[config.mk]
export PLATFORM = sky130hd
export DESIGN_NAME = usb_tx_sched
export DESIGN_NICKNAME = d
export VERILOG_FILES = /design/src/rtl/usb_tx_sched.sv
export SDC_FILE = /design/constraint.sdc
export NUM_CORES = 1
export LEC_CHECK = 0
export ABC_AREA = 1
export CORE_AREA = 2 2 62 108
export CTS_BUF_LIST = sky130_fd_sc_hd__clkbuf_8 sky130_fd_sc_hd__clkbuf_16
export CTS_CLUSTER_SIZE = 28
export DETAILED_ROUTE_END_ITERATION = 8
export DIE_AREA = 0 0 64 110
export PLACE_DENSITY_LB_ADDON = 0.15
export RECOVER_POWER = 100
export SLEW_MARGIN = 20
export SYNTH_ARGS = -nofsm -noshare
export SYNTH_HDL_FRONTEND = slang
export SYNTH_SLANG_ARGS = --single-unit
[constraint.sdc]
create_clock -name clk -period 1.7 [get_ports clk]
set_input_delay 0.255 -clock clk [delete_from_list [all_inputs] [get_ports clk]]
set_output_delay 0.255 -clock clk [all_outputs]
set_load 0.03 [all_outputs]
[src/rtl/usb_tx_sched.sv]
// Purpose : launches one USB packet at a time from the handshake responder or the host onto tx_packet.
// Latency : grant is registered 1 cycle after a request is seen in IDLE; the PID reaches tx_packet 1 cycle later.
// Backpress: requests are only accepted in IDLE with idle=1; anything else is held off by simply not granting.
//
// Ports:
//   clk, n_rst                  clock and synchronous active-low reset
//   hs_req/hs_pid               handshake responder request (level) and PID
//   host_req/host_pid           host request (level) and PID
//   buffer_occupancy            TX FIFO byte count, used to reject empty DATA packets
//   tx_transfer_active/tx_error/idle  status from the TX FSM
//   *_grant/*_done/*_err        registered one-cycle pulses per requester
//   tx_packet                   PID handed to the TX FSM, 0 = nothing to send
//   busy                        high whenever the scheduler is not in IDLE
module usb_tx_sched #(
    parameter int GAP_CYCLES     = 4,
    parameter int LAUNCH_TIMEOUT = 16
) (
    input  logic       clk,
    input  logic       n_rst,
    input  logic       hs_req,
    input  logic [3:0] hs_pid,
    output logic       hs_grant,
    output logic       hs_done,
    output logic       hs_err,
    input  logic       host_req,
    input  logic [3:0] host_pid,
    output logic       host_grant,
    output logic       host_done,
    output logic       host_err,
    input  logic [6:0] buffer_occupancy,
    input  logic       tx_transfer_active,
    input  logic       tx_error,
    input  logic       idle,
    output logic [3:0] tx_packet,
    output logic       busy
);

    typedef enum logic [1:0] {S_IDLE, S_LAUNCH, S_ACTIVE, S_GAP} state_t;

    state_t     state_q, state_d;
    logic [3:0] pid_q, pid_d;
    logic       owner_hs_q, owner_hs_d;
    logic       err_q, err_d;
    logic [7:0] launch_cnt_q, launch_cnt_d;
    logic [3:0] gap_cnt_q, gap_cnt_d;
    logic [3:0] tx_packet_q, tx_packet_d;
    logic       busy_q, busy_d;
    logic       hs_grant_q, hs_grant_d;
    logic       hs_done_q, hs_done_d;
    logic       hs_err_q, hs_err_d;
    logic       host_grant_q, host_grant_d;
    logic       host_done_q, host_done_d;
    logic       host_err_q, host_err_d;

    // Completion of the current owner's packet, steered to the right requester below.
    logic       fin, fin_err;
    logic       host_reject;

    always_comb begin
        state_d      = state_q;
        pid_d        = pid_q;
        owner_hs_d   = owner_hs_q;
        err_d        = err_q;
        launch_cnt_d = launch_cnt_q;
        gap_cnt_d    = gap_cnt_q;
        tx_packet_d  = 4'd0;
        hs_grant_d   = 1'b0;
        hs_done_d    = 1'b0;
        hs_err_d     = 1'b0;
        host_grant_d = 1'b0;
        host_done_d  = 1'b0;
        host_err_d   = 1'b0;
        fin          = 1'b0;
        fin_err      = 1'b0;
        // An empty FIFO cannot feed a DATA packet; refuse it here rather than
        // letting the TX FSM take its error path.
        host_reject  = (host_pid == 4'd0) ||
                       ((host_pid[2:0] == 3'b011) && (buffer_occupancy == 7'd0));

        case (state_q)
            S_IDLE: begin
                // A done pulse on the output means the requester may still be
                // holding req this cycle; skip arbitration so it is not seen twice.
                if (idle && !(hs_done_q || host_done_q)) begin
                    if (hs_req) begin
                        if (hs_pid == 4'd0) begin
                            hs_done_d = 1'b1;
                            hs_err_d  = 1'b1;
                        end else begin
                            pid_d        = hs_pid;
                            owner_hs_d   = 1'b1;
                            err_d        = 1'b0;
                            launch_cnt_d = 8'd0;
                            hs_grant_d   = 1'b1;
                            state_d      = S_LAUNCH;
                        end
                    end else if (host_req) begin
                        if (host_reject) begin
                            host_done_d = 1'b1;
                            host_err_d  = 1'b1;
                        end else begin
                            pid_d        = host_pid;
                            owner_hs_d   = 1'b0;
                            err_d        = 1'b0;
                            launch_cnt_d = 8'd0;
                            host_grant_d = 1'b1;
                            state_d      = S_LAUNCH;
                        end
                    end
                end
            end
            S_LAUNCH: begin
                tx_packet_d = pid_q;
                if (tx_transfer_active) begin
                    state_d = S_ACTIVE;
                end else if (launch_cnt_q == 8'(LAUNCH_TIMEOUT - 1)) begin
                    tx_packet_d = 4'd0;
                    fin         = 1'b1;
                    fin_err     = 1'b1;
                    gap_cnt_d   = 4'd0;
                    state_d     = S_GAP;
                end else begin
                    launch_cnt_d = launch_cnt_q + 8'd1;
                end
            end
            S_ACTIVE: begin
                tx_packet_d = pid_q;
                err_d       = err_q | tx_error;
                if (!tx_transfer_active) begin
                    // Dropping the PID right away keeps the TX FSM from relaunching
                    // once its post-EOP delay expires.
                    tx_packet_d = 4'd0;
                    fin         = 1'b1;
                    fin_err     = err_q | tx_error;
                    gap_cnt_d   = 4'd0;
                    state_d     = S_GAP;
                end
            end
            S_GAP: begin
                // The gap must be contiguous idle time; any busy cycle restarts it.
                if (idle) begin
                    if (gap_cnt_q == 4'(GAP_CYCLES - 1)) begin
                        gap_cnt_d = 4'd0;
                        state_d   = S_IDLE;
                    end else begin
                        gap_cnt_d = gap_cnt_q + 4'd1;
                    end
                end else begin
                    gap_cnt_d = 4'd0;
                end
            end
            default: state_d = S_IDLE;
        endcase

        if (fin) begin
            if (owner_hs_q) begin
                hs_done_d = 1'b1;
                hs_err_d  = fin_err;
            end else begin
                host_done_d = 1'b1;
                host_err_d  = fin_err;
            end
        end

        busy_d = (state_d != S_IDLE);
    end

    always_ff @(posedge clk) begin
        if (!n_rst) begin
            state_q      <= S_IDLE;
            pid_q        <= 4'd0;
            owner_hs_q   <= 1'b0;
            err_q        <= 1'b0;
            launch_cnt_q <= 8'd0;
            gap_cnt_q    <= 4'd0;
            tx_packet_q  <= 4'd0;
            busy_q       <= 1'b0;
            hs_grant_q   <= 1'b0;
            hs_done_q    <= 1'b0;
            hs_err_q     <= 1'b0;
            host_grant_q <= 1'b0;
            host_done_q  <= 1'b0;
            host_err_q   <= 1'b0;
        end else begin
            state_q      <= state_d;
            pid_q        <= pid_d;
            owner_hs_q   <= owner_hs_d;
            err_q        <= err_d;
            launch_cnt_q <= launch_cnt_d;
            gap_cnt_q    <= gap_cnt_d;
            tx_packet_q  <= tx_packet_d;
            busy_q       <= busy_d;
            hs_grant_q   <= hs_grant_d;
            hs_done_q    <= hs_done_d;
            hs_err_q     <= hs_err_d;
            host_grant_q <= host_grant_d;
            host_done_q  <= host_done_d;
            host_err_q   <= host_err_d;
        end
    end

    assign tx_packet  = tx_packet_q;
    assign busy       = busy_q;
    assign hs_grant   = hs_grant_q;
    assign hs_done    = hs_done_q;
    assign hs_err     = hs_err_q;
    assign host_grant = host_grant_q;
    assign host_done  = host_done_q;
    assign host_err   = host_err_q;

endmodule
# Word level (Yosys, flattened, before mapping)
# Index checks and enable logic that the tools add are counted.
[word_totals]
ff_bits = 31
elab_cells = 123
out_inout_bits = 11
input_bits = 22
[classes]
n_eq_ne = 16
bitwise = 5
n_reduce_logical = 20
addsub = 2
n_mux = 66
[op_table]
columns = ["operator", "count"]
rows = [
  ["two-way mux 8 bit", 7],
  ["two-way mux 4 bit", 12],
  ["two-way mux 1 bit", 30],
  ["two-way mux 2 bit", 10],
  ["case mux 8 bit (2 select lines)", 1],
  ["!= test 2 bit (second input constant)", 7],
  ["case mux 4 bit (3 select lines)", 1],
  ["AND reduction 5 bit", 2],
  ["!= test 3 bit (second input constant)", 3],
  ["adder 8 x 1 -> 8 bit (second input constant)", 1],
  ["equality test 8 x 4 -> 1 bit (second input constant)", 1],
  ["zero test 4 bit", 2],
  ["case mux 2 bit (4 select lines)", 1],
  ["case mux 4 bit (2 select lines)", 1],
  ["AND reduction 4 bit", 2],
  ["nonzero test 2 bit", 4],
  ["zero test 7 bit", 1],
  ["AND reduction 7 bit", 1],
  ["case mux 1 bit (2 select lines)", 3],
  ["OR reduction 5 bit", 1],
  ["adder 4 x 1 -> 4 bit (second input constant)", 1],
  ["equality test 2 bit (second input constant)", 2],
  ["equality test 4 x 2 -> 1 bit (second input constant)", 1],
  ["inverter 1 bit", 4],
  ["8 further kinds", 10],
]

# Depth between registers and ports, before layout
# Gate-level depths: netlist of the first run.
[depth]
depth_word = 10
ltp_mapped = 11
mapped_depth_nobuf = 11

# Worst setup path after synthesis of the first run
# OpenSTA, ideal clock, no wires.
[synth_path]
kind = "register to register"
startpoint = "reg state_q[1]"
endpoint = "reg tx_packet_q[0] (netlist: tx_packet[0])"
path_buffers = 1
t_required_ns = 1.567
path_stages_with_launch = 7
period_less_slack_ns = 1.534
arrival_time_ns = 1.401
path_slack_ns = 0.166
setup_ns = 0.133
cell_sequence = "dfxtp_1 inv_1 ha_1 buf_6 o21ai_0 a21boi_0 nor3b_1"
[synth_via]
elab_chain_len = 2
word_cells_on_any_way = 3
cone_classes = "eq/ne (2); mux (1)"
[synth_rtl]
columns = ["item", "line_no", "rtl"]
rows = [
  ["start: declaration", "40", "state_t state_q, state_d;"],
  ["start signal: assignment", "185", "state_q <= state_d;"],
  ["equality test 2 bit or equality test 2 x 1 -> 1 bit (tied branches)", "80", "case (state_q)"],
  ["case mux 4 bit (2 select lines) *", "80", ""],
  ["end signal: assignment", "191", "tx_packet_q <= tx_packet_d;"],
  ["end: declaration", "46", "logic [3:0] tx_packet_q, tx_packet_d;"],
]
# Every way passes the cells marked *; elsewhere a longest branch is shown, timed or not.
# A chain may end at the register's enable or synchronous reset.

# Final worst setup path of the first run
[layout_path]
startpoint = "reg tx_packet_q[1] (netlist: tx_packet[1])"
endpoint = "out tx_packet[1]"
[layout_rtl]
columns = ["item", "line_no", "rtl"]
rows = [
  ["end: declaration", "34", "output logic [3:0] tx_packet,"],
]
# No word-level cell between the ends.

==> results_dict.tcl, run 1 <==
set metrics [dict create \
    rsz0062_at_grt "yes" \
    fin_crit_sh_pct 92.93 \
    drt_first_pass_iters 4 \
    min_path_type "reg2reg" \
    fin_ws_ns 0.1202 \
    cts_tree "yes" \
    die_h_um 110 \
    synth_top_family_by_area "simple AND/OR/NAND/NOR gates" \
    grt_first_pass_wirelength_mm 7.990 \
    drt_iter0_markers 92 \
    max_stage_delay_ns 0.74 \
    status "finished clean" \
    drc_errors 0 \
    routedWlPerCell_um 11.64 \
    yosys.area_share.simple_pct 41.23 \
    vias 1756 \
    grt_pass1_vias 1780 \
    ys_ff_latch 31 \
    ys_top_cells_by_count "nand2_1, nor2_1, dfxtp_1" \
    postLayoutCellArea_mm2 0.002457 \
    grt_use_total_pct 14.63 \
    hp-start "pid_q[0]" \
    clockBufferDepth 2 \
    cp-startpoint "tx_packet[1]" \
    row_count 38 \
    ant_nets 0 \
    yosysUniqueCellTypes 36 \
    worstPathRequired_ns 1.44 \
    yosysWarnings 0 \
    dp_slack_ns -0.04584 \
    finalSetupViolCount 0 \
    postCtsSetupRepairBufs 0 \
    max_freq_mhz 633.0 \
    pin_count 33 \
    worstSetupStartpointType "flip-flop" \
    syn_inst 261 \
    initial_core_util_pct 29.64 \
    syn_area_mm2 0.001818 \
    hold_violations 0 \
    drv_cap 0 \
    synth-xor-area-share_pct 1.445 \
    avgSynthCellArea_um2 6.965 \
    cp-end-kind "primary output" \
    antenna_cells 0 \
    path_buf_inv 1 \
    ir_drop_v 0.0002906 \
    synth_fp_nets 289 \
    htree_levels 2 \
    worst-setup-path-type "reg2out" \
    slowest_stage "dlygate4sd3_1" \
    crit_fanout 1 \
    yosysTopAreaCellShare_pct 34.14 \
    grt_max_degree 19 \
    post-dp-hpwl_mm 3.626 \
    routabilityCongestion 0.7907 \
    worst_ep_arrival_time_ns 1.32 \
    fin_nets 340 \
    r2r_start "state_q[1]" \
    clk_latency_ns 0.29 \
    antenna_found_initial 0 \
    core_mm2 0.006133 \
    numClockSinks 31 \
    root_buffer "clkbuf_8" \
    power.leakage_nw 1.047 \
    syn_to_final_growth_pct 35.17 \
    viasPerCell 4.468 \
    synth_edf_count 0 \
    cts_hold_buf 0 \
    die_area_mm2 0.007040 \
    cts_resized 0 \
    slew_headroom_pct 77.60 \
    path_clk_slew_ns 0.07 \
    cpLargestDelayFamily "buffers and inverters" \
    port_buffers 32 \
    drt-total-wl_mm 4.573 \
    synth_adder_area_share_pct 4.129 \
    whs_ns 0.4603 \
    p_per_area_mw_per_mm2 756.6 \
    die_w_um 64 \
    finalCriticalPeriod_ns 1.580 \
    yosys.area.top_type "dfxtp_1" \
    synth-compound-area-share_pct 10.74 \
    synthTopCellsByArea "dfxtp_1, nand2_1, nor2_1" \
    final_max_slew_viol_count 0 \
    cts_buffers 5 \
    synthMostInstantiatedCell "nand2_1" \
    worst_pin_slew_ns 0.3349 \
    crit_chain "dlygate4sd3_1" \
    placed_cell_area_mm2 0.002336 \
    ys.flop_type "dfxtp_1" \
    ys_seq_area_share_pct 34.14 \
    drive_above_1_share_pct 16.29 \
    finClkSkew_ns 0.006467 \
    muxShareOfSynthArea_pct 0 \
    async_reset_ff_share_pct 0 \
    totalPowerFinal_mw 1.859 \
    grt_overflow 0 \
]
## flip-flops by register name, summed over array words and instances (netlist names)
| name | flops |
|---|---|
| launch_cnt_q | 8 |
| gap_cnt_q | 4 |
| pid_q | 4 |
| tx_packet | 4 |
| state_q | 2 |
| busy | 1 |
| err_q | 1 |
| host_done | 1 |
| host_err | 1 |
| host_grant | 1 |
| hs_done | 1 |
| hs_err | 1 |
| hs_grant | 1 |
| owner_hs_q | 1 |
## worst paths after layout
path                  endpoint  slack [ns]  cells past startpoint
setup reg to reg  tx_packet[2]        0.13                      7
setup / recovery  tx_packet[1]        0.12                      1
hold / removal        pid_q[0]        0.46                      2
hold reg to reg       pid_q[0]        0.46                      2
## worst min-delay path, stage by stage, from the launching register on
cell and delay [ns]:
dfxtp_1 0.31, nand2_1 0.06, a21oi_1 0.05
## metrics by stage
step / setup TNS (ns) / std cells / utilization, %
after floorplan: 0 / 261 / -
after global placement: -0.05478 / 385 / 38.09
after detailed placement: -0.06355 / 385 / 38.09
after CTS: 0 / 393 / 40.00
after global routing: -0.06857 / 393 / 40.07
final: 0 / 393 / 40.07
## area by class of cell
| class | instances | area (um^2) |
|---|---|---|
| inverters | 28 | 108.9 |
| repair buffers | 49 | 456.7 |
| multi-input cells | 197 | 1051 |
| flip-flops and latches | 31 | 623.1 |
| well taps | 80 | 100.1 |
| clock buffers | 6 | 82.58 |
| fillers | 657 | 3676 |
| clock inverters | 2 | 35.03 |
## logic make-up after synthesis
group / count (synthesis)
compound gates: 33
buf+inv: 33
fa+ha+maj: 6
simple gates: 155
flops: 31
xor+xnor: 3
## placed cells by master, fill, tap and decap left out, types with 3 or more instances in the layout
master / instances
a21oi_1: 17
buf_4: 15
clkbuf_8: 6
clkdlybuf4s50_1: 29
dfxtp_1: 29
dlygate4sd3_1: 3
ha_1: 5
inv_1: 24
nand2_1: 68
nand2_2: 5
nand3_1: 21
nand4_1: 3
nor2_1: 39
nor3b_1: 6
o21ai_0: 6
## routing by layer
| layer | routed length (um) | vias up | global-route usage, % |
|---|---|---|---|
| li1 | - | 937 | - |
| met1 | 1735 | 769 | 14.81 |
| met2 | 2538 | 41 | 28.35 |
| met3 | 171 | 9 | 2.030 |
| met4 | 127 | 0 | 7.764 |
| met5 | 0 | - | 0 |
## where the power goes
part / switching, mW / total [mW] / internal (mW)
combinational: 0.183 / 0.331 / 0.149
sequential: 0.0112 / 0.758 / 0.746
clock: 0.296 / 0.770 / 0.474
Note: power is estimated with default switching activity, not from simulation.
==> run 2, diff against run 1 <==
CORE_AREA = 5 5 65 111   (was 2 2 62 108)
DIE_AREA = 0 0 70 116   (was 0 0 64 110)
RECOVER_POWER = 25   (was 100)
==> results_dict.tcl, run 2 (same netlist as run 1, synthesis figures left out) <==
set metrics [dict create \
    syn_to_final_growth_pct 39.30 \
    finalSetupViolCount 0 \
    path_buf_inv 2 \
    drt_iter0_markers 53 \
    max_stage_delay_ns 0.40 \
    drc_errors 0 \
    fin_nets 345 \
    max_freq_mhz 629.0 \
    antenna_cells 0 \
    grt_first_pass_wirelength_mm 8.017 \
    vias 1761 \
    port_buffers 32 \
    grt_overflow 0 \
    die_area_mm2 0.008120 \
    cp-end-kind "flip-flop" \
    ir_drop_v 0.0004102 \
    status "finished clean" \
    grt_pass1_vias 1771 \
    drt-total-wl_mm 4.750 \
    ant_nets 0 \
    drive_above_1_share_pct 19.81 \
    worstSetupStartpointType "flip-flop" \
    largest-register "launch_cnt_q" \
    routedWlPerCell_um 11.93 \
    cpLargestDelayFamily "flip-flops" \
    largest_register_ffs 8 \
    worst_ep_arrival_time_ns 1.80 \
    initial_core_util_pct 29.41 \
    die_w_um 70 \
    worst-setup-path-type "reg2reg" \
    fin_ws_ns 0.1103 \
    p_per_area_mw_per_mm2 735.5 \
    cts_buffers 5 \
    htree_levels 2 \
    grt_max_degree 19 \
    path_clk_slew_ns 0.07 \
    die_h_um 116 \
    drt_first_pass_iters 4 \
    routabilityCongestion 0.7469 \
    antenna_found_initial 0 \
    power.leakage_nw 1.062 \
    slowest_stage "dfxtp_2" \
    drv_cap 0 \
    row_count 38 \
    worstPathRequired_ns 1.91 \
    cts_tree "yes" \
    crit_fanout 9 \
    post-dp-hpwl_mm 3.870 \
    final_common_cell "nand2_1" \
    totalPowerFinal_mw 1.863 \
    final_max_slew_viol_count 0 \
    finalCriticalPeriod_ns 1.590 \
    min_path_type "reg2reg" \
    final_util_pct 40.97 \
    fin_crit_sh_pct 93.51 \
    clk_latency_ns 0.28 \
    core_mm2 0.006181 \
    num-fill-cells 693 \
    layout_common_cells "nand2_1, nor2_1, clkdlybuf4s50_1, dfxtp_1, inv_1" \
    numClockSinks 31 \
    finClkSkew_ns 0.008682 \
    viasPerCell 4.425 \
    crit_chain "inv_1 -> ha_1 -> buf_4 -> o21ai_2 -> nor2_8 -> nand2_8 -> nand2_1 -> a21oi_2" \
    pin_count 33 \
    grt_use_total_pct 12.43 \
    worst_pin_slew_ns 0.3432 \
    cts_hold_buf 0 \
    root_buffer "clkbuf_8" \
    dp_slack_ns -0.1214 \
    clockBufferDepth 2 \
    hold_violations 0 \
    setup_tns_ns 0 \
    slew_headroom_pct 77.05 \
]
[run 2: metrics by stage]
stage | cell area (um^2) | hold slack (ns) | std cells
6_report | 2532 | 0.4589 | 398
5_1_grt | 2532 | 0.4897 | 398
4_1_cts | 2456 | 0.4593 | 395
3_5_place_dp | 2338 | 0.4504 | 387
3_3_place_gp | 2338 | 0.4455 | 387
2_1_floorplan | 1818 | 0.4361 | 261
[run 2: where the power goes]
part	switching, mW	internal (mW)
registers	0.0139	0.746
clock network	0.286	0.474
logic	0.188	0.154
total	0.488	1.37
[run 2: path summary, 6_finish.rpt]
path	slack, ns	cells after the start	end	start
worst max register to register	0.11	8	launch_cnt_q[1]	state_q[0]
worst min-delay path	0.46	2	pid_q[3]	pid_q[3]
worst min register to register	0.46	2	pid_q[3]	pid_q[3]
worst max-delay path	0.11	8	launch_cnt_q[1]	state_q[0]
[run 2: layout make-up]
cell class / instances / area, um^2 / share of cell area (%)
multi-input cells: 197 / 1096 / 43.28
flip-flops and latches: 31 / 624.3 / 24.65
repair buffers: 54 / 485.5 / 19.17
inverters: 28 / 108.9 / 4.298
well taps: 80 / 100.1 / 3.953
clock buffers: 6 / 82.58 / 3.261
clock inverters: 2 / 35.03 / 1.383
[run 2: what timing repair did]
action                                  in CTS  in global routing
endpoints found under the setup margin       0                 12
buffers inserted                             0                  3
resized for setup                            0                 14
[run 2: metal layers]
metal  share of wire (%)  routed length, um  up-vias  GRT usage [%]
met5                   0                  0        -              0
met4                 1.8                 87        0          4.859
met3                 3.9                186        6          2.604
met2                  57               2711       29          25.71
met1                  37               1765      783          11.51
li1                    -                  -      943              -
[run 2: worst register-to-register path: cells and delay by family (launching register included)]
family | cells | cell delay, ns
flops | 1 | 0.40
compound gates | 2 | 0.33
buf+inv | 2 | 0.27
simple gates | 3 | 0.27
fa+ha+maj | 1 | 0.25
==> run 3, diff against run 2 <==
CORE_AREA = 2 2 62 108   (was 5 5 65 111)
DIE_AREA = 0 0 64 110   (was 0 0 70 116)
==> results_dict.tcl, run 3 (same netlist as run 1, synthesis figures left out) <==
set metrics [dict create \
    status "finished clean" \
    clk_latency_ns 0.29 \
    worst_pin_slew_ns 0.3349 \
    path_buf_inv 1 \
    p_per_area_mw_per_mm2 757.1 \
    routabilityCongestion 0.7907 \
    numClockSinks 31 \
    antenna_cells 0 \
    instances_no_fill 393 \
    final_common_cell "nand2_1" \
    fin_nets 340 \
    worst_ep_arrival_time_ns 1.32 \
    drt-total-wl_mm 4.563 \
    antenna_found_initial 0 \
    die_area_mm2 0.007040 \
    postCtsSetupRepairBufs 0 \
    pin_count 33 \
    drc_errors 0 \
    slew_headroom_pct 77.60 \
    worst-setup-path-type "reg2out" \
    die_h_um 110 \
    layout_common_cells "nand2_1, nor2_1, dfxtp_1, clkdlybuf4s50_1, inv_1" \
    dp_slack_ns -0.04584 \
    fin_crit_sh_pct 92.89 \
    finalSetupViolCount 0 \
    min_path_type "reg2reg" \
    drive_above_1_share_pct 16.29 \
    initial_core_util_pct 29.64 \
    final_max_slew_viol_count 0 \
    r2r_slack_ns 0.13 \
    viasPerCell 4.450 \
    power.leakage_nw 1.047 \
    row_count 38 \
    grt_first_pass_wirelength_mm 7.990 \
    port_buffers 32 \
    path_clk_slew_ns 0.07 \
    finalCriticalPeriod_ns 1.579 \
    post-dp-hpwl_mm 3.626 \
    cpLargestDelayFamily "buffers and inverters" \
    core_mm2 0.006133 \
    crit_chain "dlygate4sd3_1" \
    drt_first_pass_iters 4 \
    htree_levels 2 \
    die_w_um 64 \
    grt_pass1_vias 1780 \
    cp-end-kind "primary output" \
    max_stage_delay_ns 0.74 \
    whs_ns 0.4603 \
    hold_violations 0 \
    largest_register_ffs 8 \
    totalPowerFinal_mw 1.861 \
    drt_iter0_markers 92 \
    worstPathRequired_ns 1.44 \
    grt_max_degree 19 \
    largest-register "launch_cnt_q" \
    routedWlPerCell_um 11.61 \
    cts_buffers 5 \
    fin_ws_ns 0.1208 \
    grt_overflow 0 \
    rsz0062_at_grt "yes" \
    ant_nets 0 \
    syn_to_final_growth_pct 35.17 \
    drv_cap 0 \
    final_util_pct 40.07 \
    grt_use_total_pct 14.63 \
    cts_hold_buf 0 \
    slowest_stage "dlygate4sd3_1" \
    vias 1749 \
    worstSetupStartpointType "flip-flop" \
    max_freq_mhz 633.2 \
    cts_tree "yes" \
    finClkSkew_ns 0.008008 \
    clockBufferDepth 2 \
    crit_fanout 1 \
    placed_cells 385 \
    root_buffer "clkbuf_8" \
    ir_drop_v 0.0002922 \
]
[run 3: repair_timing]
item,4_1_cts,5_1_grt
endpoints found under the setup margin,0,18
resized for setup,0,5
hold endpoints to repair,0,0
[run 3: routing by layer]
metal / part of all wire, % / vias to the layer above / GRT usage [%]
li1: - / 937 / -
met3: 3.3 / 8 / 2.030
met1: 39 / 765 / 14.81
met5: 0 / - / 0
met2: 55 / 39 / 28.35
met4: 2.8 / 0 / 7.764
[run 3: per-stage QoR]
step                TNS (ns)  area (um^2)
floorplan                  0         1818
global placement    -0.05478         2336
detailed placement  -0.06355         2336
CTS                        0         2454
global route        -0.06857         2457
finish                     0         2457
[run 3: where the power goes]
part	switching, mW	internal [mW]	total, mW
Sequential	0.0112	0.746	0.758
Combinational	0.182	0.149	0.331
Clock	0.298	0.474	0.772
[run 3: final timing paths]
kind / startpoint / to / depth (start not counted)
worst max-delay path: tx_packet[1] / tx_packet[1] / 1
worst min register to register: pid_q[0] / pid_q[0] / 2
worst max register to register: state_q[1] / tx_packet[2] / 7
worst min-delay path: pid_q[0] / pid_q[0] / 2
[run 3: layout make-up]
| type | instances | area [um^2] |
|---|---|---|
| well taps | 80 | 100.1 |
| flip-flops and latches | 31 | 623.1 |
| fillers | 657 | 3676 |
| multi-input cells | 197 | 1051 |
| repair buffers | 49 | 456.7 |
| inverters | 28 | 108.9 |
| clock inverters | 2 | 35.03 |
| clock buffers | 6 | 82.58 |
